### src/rtl/glb_sram_cfg_arbiter_pkg.sv
// Shared types and default widths for the global-buffer SRAM cfg arbiter.
// Provides the arbiter FSM state encoding and default parameter values.
package glb_sram_cfg_arbiter_pkg;

  typedef enum logic [1:0] {
    IDLE,
    WR,
    RD_ISSUE,
    RD_WAIT
  } sram_cfg_arb_state_e;

  localparam int GLB_CFG_ADDR_W  = 32;
  localparam int GLB_CFG_DATA_W  = 32;
  localparam int GLB_CFG_TIMEOUT = 64;

endpackage

### src/rtl/glb_sram_cfg_arbiter_rr_arb2.sv
// glb_rr_arb2: 2-way round-robin picker with a last_grant register.
// Ports: clk, reset, req[1:0], en (accept window), grant[1:0] (one-hot).
module glb_rr_arb2 (
  input  logic       clk,
  input  logic       reset,
  input  logic [1:0] req,
  input  logic       en,
  output logic [1:0] grant
);

  // 1 after reset so that requester 0 wins the first tie
  logic last_grant;

  always_comb begin
    grant = 2'b00;
    if (en) begin
      unique case (1'b1)
        (req == 2'b11): grant = last_grant ? 2'b01 : 2'b10;
        default:        grant = req;
      endcase
    end
  end

  always_ff @(posedge clk) begin
    if (reset) begin
      last_grant <= 1'b1;
    end else if (|grant) begin
      last_grant <= grant[1];
    end
  end

endmodule

### src/rtl/glb_sram_cfg_arbiter.sv
// Arbitrates JTAG (req0) and processor (req1) onto the GLB SRAM cfg chain.
// Ports: reqN_* handshakes/returns, cfg_* chain strobes, timeout_err pulse.
module glb_sram_cfg_arbiter
  import glb_sram_cfg_arbiter_pkg::*;
#(
  parameter int ADDR_WIDTH     = GLB_CFG_ADDR_W,
  parameter int DATA_WIDTH     = GLB_CFG_DATA_W,
  parameter int TIMEOUT_CYCLES = GLB_CFG_TIMEOUT
) (
  input  logic                  clk,
  input  logic                  reset,
  input  logic                  req0_wr_en,
  input  logic                  req0_rd_en,
  input  logic [ADDR_WIDTH-1:0] req0_addr,
  input  logic [DATA_WIDTH-1:0] req0_wr_data,
  output logic                  req0_ready,
  output logic [DATA_WIDTH-1:0] req0_rd_data,
  output logic                  req0_rd_data_valid,
  input  logic                  req1_wr_en,
  input  logic                  req1_rd_en,
  input  logic [ADDR_WIDTH-1:0] req1_addr,
  input  logic [DATA_WIDTH-1:0] req1_wr_data,
  output logic                  req1_ready,
  output logic [DATA_WIDTH-1:0] req1_rd_data,
  output logic                  req1_rd_data_valid,
  output logic                  cfg_wr_en,
  output logic [ADDR_WIDTH-1:0] cfg_wr_addr,
  output logic [DATA_WIDTH-1:0] cfg_wr_data,
  output logic                  cfg_rd_en,
  output logic [ADDR_WIDTH-1:0] cfg_rd_addr,
  input  logic [DATA_WIDTH-1:0] cfg_rd_data,
  input  logic                  cfg_rd_data_valid,
  output logic                  timeout_err
);

  localparam int CW = $clog2(TIMEOUT_CYCLES);
  localparam logic [CW-1:0] CNT_LAST =
    CW'(TIMEOUT_CYCLES - 1);

  sram_cfg_arb_state_e state, state_nxt;

  logic [1:0]            req;
  logic [1:0]            grant;
  logic                  arb_en;
  logic                  accept;
  logic                  wr_sel;
  logic                  owner;
  logic [ADDR_WIDTH-1:0] addr_q;
  logic [DATA_WIDTH-1:0] data_q;
  logic [CW-1:0]         cnt;
  logic                  rd_done;
  logic                  rd_tout;
  logic [DATA_WIDTH-1:0] ret_data;

  assign req[0] = req0_wr_en | req0_rd_en;
  assign req[1] = req1_wr_en | req1_rd_en;

  // ready must stay low while reset is asserted
  assign arb_en = (state == IDLE) && !reset;

  glb_rr_arb2 u_rr (
    .clk   (clk),
    .reset (reset),
    .req   (req),
    .en    (arb_en),
    .grant (grant)
  );

  assign req0_ready = grant[0];
  assign req1_ready = grant[1];
  assign accept     = |grant;

  // write has priority when both strobes come from one requester
  assign wr_sel = grant[1] ? req1_wr_en : req0_wr_en;

  assign cfg_wr_addr = addr_q;
  assign cfg_rd_addr = addr_q;
  assign cfg_wr_data = data_q;

  assign ret_data = rd_done ? cfg_rd_data : '0;

  always_comb begin
    state_nxt = state;
    cfg_wr_en = 1'b0;
    cfg_rd_en = 1'b0;
    rd_done   = 1'b0;
    rd_tout   = 1'b0;
    unique case (state)
      IDLE: begin
        if (accept) begin
          state_nxt = wr_sel ? WR : RD_ISSUE;
        end
      end
      WR: begin
        cfg_wr_en = 1'b1;
        state_nxt = IDLE;
      end
      RD_ISSUE: begin
        cfg_rd_en = 1'b1;
        state_nxt = RD_WAIT;
      end
      RD_WAIT: begin
        if (cfg_rd_data_valid) begin
          rd_done   = 1'b1;
          state_nxt = IDLE;
        end else if (cnt == CNT_LAST) begin
          rd_tout   = 1'b1;
          state_nxt = IDLE;
        end
      end
      default: state_nxt = IDLE;
    endcase
  end

  always_ff @(posedge clk) begin
    if (reset) begin
      state <= IDLE;
    end else begin
      state <= state_nxt;
    end
  end

  always_ff @(posedge clk) begin
    if (reset) begin
      owner              <= 1'b0;
      addr_q             <= '0;
      data_q             <= '0;
      cnt                <= '0;
      req0_rd_data       <= '0;
      req1_rd_data       <= '0;
      req0_rd_data_valid <= 1'b0;
      req1_rd_data_valid <= 1'b0;
      timeout_err        <= 1'b0;
    end else begin
      req0_rd_data_valid <= 1'b0;
      req1_rd_data_valid <= 1'b0;
      timeout_err        <= rd_tout;
      if (accept) begin
        owner  <= grant[1];
        addr_q <= grant[1] ? req1_addr : req0_addr;
        data_q <= grant[1] ? req1_wr_data
                           : req0_wr_data;
      end
      if (state == RD_ISSUE) begin
        cnt <= '0;
      end else if (state == RD_WAIT && !rd_done
                   && !rd_tout) begin
        cnt <= cnt + 1'b1;
      end
      if (rd_done || rd_tout) begin
        if (owner) begin
          req1_rd_data       <= ret_data;
          req1_rd_data_valid <= 1'b1;
        end else begin
          req0_rd_data       <= ret_data;
          req0_rd_data_valid <= 1'b1;
        end
      end
    end
  end

endmodule

### config.mk
export PLATFORM = sky130hd
export DESIGN_NAME = glb_sram_cfg_arbiter
export DESIGN_NICKNAME = d
export VERILOG_FILES = /design/src/rtl/glb_sram_cfg_arbiter_pkg.sv /design/src/rtl/glb_sram_cfg_arbiter_rr_arb2.sv /design/src/rtl/glb_sram_cfg_arbiter.sv
export SDC_FILE = /design/constraint.sdc
export NUM_CORES = 1
export LEC_CHECK = 0
export BUFFER_PORTS_ARGS = -buffer_cell sky130_fd_sc_hd__buf_2
export CORE_UTILIZATION = 40
export CTS_BUF_LIST = sky130_fd_sc_hd__clkbuf_4 sky130_fd_sc_hd__clkbuf_8
export CTS_CLUSTER_SIZE = 40
export DETAILED_ROUTE_END_ITERATION = 6
export PLACE_DENSITY = 0.71
export SLEW_MARGIN = 20
export SYNTH_ARGS = -nofsm -noshare
export SYNTH_HDL_FRONTEND = slang
export SYNTH_HIERARCHICAL = 1
export SYNTH_SLANG_ARGS = --single-unit
### constraint.sdc
create_clock -name clk -period 2.96 [get_ports clk]
set_clock_uncertainty 0.05 [all_clocks]
set_input_delay 0.148 -clock clk [delete_from_list [all_inputs] [get_ports clk]]
set_output_delay 0.148 -clock clk [all_outputs]
set_load 0.05 [all_outputs]
## Yosys cells after proc, flatten, opt, wreduce, memory -nomap -nowiden

Index checks and enable logic that the tools add are counted.

| word-level totals | value |
|---|---|
| register bits after elaboration | 141 |
| output and inout bits | 167 |
| logic and storage cells | 58 |

| cells by class | value |
|---|---|
| add/sub/neg operators | 1 |
| eq/ne operators | 7 |
| muxes and demuxes | 21 |
| bitwise gates (word level) | 4 |
| reduce and logical (&&, ||, !) cells | 14 |

Operator list:

| kind | count |
|---|---|
| $mux W32 | 3 |
| $mux W2 | 7 |
| $mux W1 | 10 |
| $pmux W2 S4 | 1 |
| $add A6 B1 Y6 const B | 1 |
| $eq A2 B2 Y1 const B | 3 |
| $eq A6 B6 Y1 const B | 1 |
| $reduce_and A2 Y1 | 3 |
| $reduce_or A2 Y1 | 3 |
| $logic_and A1 B1 Y1 | 3 |
| $logic_not A1 Y1 | 3 |
| $ne A3 B3 Y1 const B | 1 |
| $eq A2 B1 Y1 const B | 1 |
| $logic_not A2 Y1 | 1 |
| $ne A2 B2 Y1 const B | 1 |
| $not A1 Y1 | 2 |
| $or A1 B1 Y1 | 2 |
| $logic_or A1 B1 Y1 | 1 |

## Logic depth before layout (Yosys ltp)

| depth | value |
|---|---|
| depth after elaboration | 8 |
| mapped depth | 10 |
| depth with buffers taken out | 6 |

## By module

The synthesis kept the hierarchy.

Modules (own cells, without submodules):

| module | instances | cells an instance | area each (sq um) |
|---|---|---|---|
| glb_sram_cfg_arbiter | 1 | 672 | 6834.1 |
| glb_rr_arb2 | 1 | 8 | 58.8 |

## Least setup slack after synthesis

Ideal clock, no wire load.

| timing | value |
|---|---|
| path type | reg2reg |
| start point | register state[0] |
| end point | register addr_q[10] (netlist: cfg_rd_addr[10]) |
| library setup time | 0.128 ns |
| arrival | 2.817 ns |
| required time | 2.782 ns |
| slack | -0.034 ns |
| stages on the path, launching flop included | 10 |
| path buffers | 3 |
| clock period less this slack | 2.994 ns |
| cells stage by stage | dfxtp_1 -> buf_4 -> nor3_1 -> nand2_1 -> a21oi_1 -> buf_2 -> buf_2 -> mux2_2 -> mux2i_1 -> nor2_1 |

| between the ends | value |
|---|---|
| word-level cells in the longest chain between the ends | 4 |

RTL lines:

| item | line | RTL |
|---|---|---|
| from (decl) | glb_sram_cfg_arbiter.sv:40 | `sram_cfg_arb_state_e state, state_nxt;` |
| from (signal assigned) | glb_sram_cfg_arbiter.sv:119 | `state <= state_nxt;` |
| $logic_not A2 Y1 | glb_sram_cfg_arbiter.sv:59 | `assign arb_en = (state == IDLE) && !reset;` |
| $logic_and A1 B1 Y1 | glb_sram_cfg_arbiter.sv:59 |  |
| via arb_en | glb_sram_cfg_arbiter.sv:44 | `logic arb_en;` |
| $mux W2 | glb_sram_cfg_arbiter_rr_arb2.sv:16 | `if (en) begin` |
| via req0_ready | glb_sram_cfg_arbiter.sv:16 | `output logic req0_ready,` |
| $reduce_or A2 Y1 | glb_sram_cfg_arbiter.sv:71 | `assign accept = \|grant;` |
| to (signal assigned) | glb_sram_cfg_arbiter.sv:140 | `addr_q <= grant[1] ? req1_addr : req0_addr;` |
| to (decl) | glb_sram_cfg_arbiter.sv:48 | `logic [ADDR_WIDTH-1:0] addr_q;` |

The timed path passes the listed nets, and every way through them passes these cells.
A chain may end at the register's enable or synchronous reset.

## Worst setup path after layout

| timing | value |
|---|---|
| start point | register state[0] |
| end point | register data_q[27] (netlist: cfg_wr_data[27]) |

| between the ends | value |
|---|---|
| word-level cells in the longest chain between the ends | 4 |

RTL lines:

| item | line | RTL |
|---|---|---|
| $logic_not A2 Y1 * | glb_sram_cfg_arbiter.sv:59 |  |
| $logic_and A1 B1 Y1 * | glb_sram_cfg_arbiter.sv:59 |  |
| via arb_en | glb_sram_cfg_arbiter.sv:44 |  |
| $mux W2 * | glb_sram_cfg_arbiter_rr_arb2.sv:16 |  |
| $mux W32 or $reduce_or A2 Y1 (tied branches) | glb_sram_cfg_arbiter.sv:141, glb_sram_cfg_arbiter.sv:71 |  |
| to (signal assigned) | glb_sram_cfg_arbiter.sv:141 | `data_q <= grant[1] ? req1_wr_data` |
| to (decl) | glb_sram_cfg_arbiter.sv:49 | `logic [DATA_WIDTH-1:0] data_q;` |

The timed path passes the listed nets; every way through them passes the cells marked *.

==> results.md <==
* Status: complete, no violations
* Slew @ Worst Pin at 0.6902 ns
* CP Max Fanout at 43
* CTS Sinks at 141
* Pre-CTS setup slack at 0.7458 ns
* Clk Latency, worst-skew pair at 0.44 ns
* Final setup viols at 0
* Num CTS Buffers at 17
* Vias at 6693
* Mapped Avg Cell Area at 10.14 um^2
* Global-route wire length before repair at 33440 um
* Post-DR wirelength/cell at 16.09 um
* Setup ws final at 0.2487 ns
* Number of flops mapped to enable cells by yosys at 0
* Period utilisation layout at 91.60%
* Worst Setup End Kind: register
* Root Buffer Master: clkbuf_8
* Tmin final at 2.711 ns
* Worst path required time at 3.21 ns
* Post-synthesis async set-or-reset flop share at 0%
* Final nets at 1277
* # rows at 47
* Largest net degree at the start of global routing at 65
* Arrival @ worst endpoint at 2.96 ns
* Die height at 133.3 um
* Router iterations before antenna repair at 5
* CTS H-tree depth at 4
* Vias per inst at 4.987
* Ys flop type: dfxtp_1
* Clock transition at path regs at 0.09 ns
* Initial core utilization at 41.27%
* Fin. max-slew vios at 0
* Vias in the first global route at 6707
* Sequential-to-total area share from yosys stat at 40.95%
* I/O Pins at 334
* Max Fclk at 368.8 MHz
* Post-Route WL at 21590 um
* Crit path launch type: register
* Worst-case clock buffer depth at 2
* Final ANT Viol Nets at 0
* Unrepaired setup endpoints after global routing: false
* Setup bufs post-CTS at 0
* Initial DRC count at 235
* Post-synth top area cell: dfxtp_1
* Area growth syn-to-layout at 48.77%
* Antenna diode count at 0
* Slew headroom at 53.99%
* Setup TNS at 0 ns
* Net Count, Synth at 848
* Port bufs at 333
* Met2 Track Usage GR at 41.81%
* Worst Hold Class: input port to register
* Syn Inst Count at 680
* Area contributors post-synth: dfxtp_1 (41%), mux2_2 (10%), mux2i_1 (9.7%), a32oi_1 (8.1%), o21ai_2 (6.4%)
* Yosys warns at 6
* Met3 GRT Util at 6.050%
* Overall Global Routing Usage at 23.64%
* Gr busiest metal: met2
* Max-cap viol count at 0
* Endpoints failing hold at 0
* DP HPWL at 12760 um
* Grt ovf at 0
* Cell area after synthesis at 6893 um^2
* P per Cell Area at 603.2 nW/um^2
* Met1 Usage GRT at 26.86%
* Core area at 16700 um^2
* Area of the die at 17760 um^2
* Initial antenna violation count at 0
* Post-synth cell types at 44
* Synth top area share at 40.95%
* CTS tree: yes
* Max VDD drop at 0.0005207 V
* Final GP Congestion at 0.8709
* # DRC at 0
* Die boundary width at 133.3 um
* Yosys reg bits at 141
* Kind of critical path: register to register
* Synth cell count leaders: dfxtp_1 (141), inv_1 (68), mux2i_1 (67)
* Share of cells above drive strength 1 at 45.01%
* Top-count cell post-synth: dfxtp_1
* Leak at 4.613 nW
stage by stage:
stage	instances	hold slack, ns	utilization, %	power [W]	area (um^2)
6_report	1342	0.03959	61.40	0.006186	10250
5_1_grt	1342	0.03026	61.40	0.006446	10250
4_1_cts	1342	0.0001125	61.35	0.006183	10250
3_5_place_dp	1158	0.3396	49.74	0.004240	8307
3_3_place_gp	1158	0.3301	49.74	0.004215	8307
2_1_floorplan	680	0.2302	-	0.003842	6897
where the power goes:
part           total [W]  switching [W]  internal (W)
sequential       0.00224       0.000146       0.00209
clock            0.00163       0.000755      0.000872
combinational    0.00232        0.00146      0.000867
total            0.00619        0.00236       0.00383
worst max-delay path: stages (launching register included):
cell	delay, ns
dfxtp_1	0.44
nor3_2	0.26
nand2_1	0.14
a21oi_4	0.19
buf_12	0.27
mux2_2	0.37
mux2i_1	0.15
dlygate4sd3_1	0.62
nor2_1	0.05
area by class of cell:
type	count	area [um^2]
Sequential cell	141	2823
Multi-Input combinational cell	384	3164
Fill cell	1344	6446
Tap cell	220	275.3
Clock buffer	23	310.3
Timing Repair Buffer	497	3319
Clock inverter	9	107.6
Inverter	68	255.2
cell families (layout without fill, tap and decap cells):
logic type	count (synthesis)	in the layout	share of synthesized area [%]
AOI/OAI and AO/OA	147	147	17.70
and+or+nand+nor	105	105	7.316
DFF	141	141	40.95
adders and majority gates	1	1	0.1815
buffers and inverters	155	597	13.67
muxes	131	131	20.19
cell usage in the layout (no fill, tap or decap), types with 7 or more instances in the layout:
cell,synthesis,layout
a32oi_1,64,64
mux2i_1,67,67
nand2_1,7,7
dfxtp_1,141,141
buf_2,15,333
o21ai_0,12,12
dlygate4sd3_1,0,152
buf_4,33,8
nand3_1,7,7
nor2_1,66,65
mux2_2,64,64
inv_1,68,68
o21ai_2,50,50
clkbuf_8,17,22
per-layer routing:
metal | part of all wire (%) | up-vias
met1 | 40 | 3137
met2 | 51 | 266
li1 | - | 3236
met4 | 2.9 | 0
met3 | 6.4 | 54
met5 | 0 | -
path summary, 6_finish.rpt:
kind	end	startpoint	slack [ns]	cells after the start
max	cfg_wr_data[27]$_SDFFE_PP0P_	state[0]$_SDFFE_PP0P_	0.25	8
min	cfg_rd_addr[13]$_SDFFE_PP0P_	req0_addr[13]	0.04	4
max reg2reg	cfg_wr_data[27]$_SDFFE_PP0P_	state[0]$_SDFFE_PP0P_	0.25	8
min reg2reg	req0_rd_data[18]$_SDFFE_PP0P_	req0_rd_data[18]$_SDFFE_PP0P_	0.42	2
state kept, by name, indices dropped and copies added (netlist names):
signal and cells:
timeout_err 1, cnt 6, req1_rd_data_valid 1, owner 1
state 2, cfg_rd_addr 32, req1_rd_data 32, cfg_wr_data 32
req0_rd_data_valid 1, u_rr/last_grant 1, req0_rd_data 32
what timing repair did:
item,in CTS,in global routing
setup endpoints to repair,0,4
hold buffers,152,0
hold endpoints to repair,131,0
resized for setup,0,2
No activity file was read; power rests on OpenSTA's default activity.
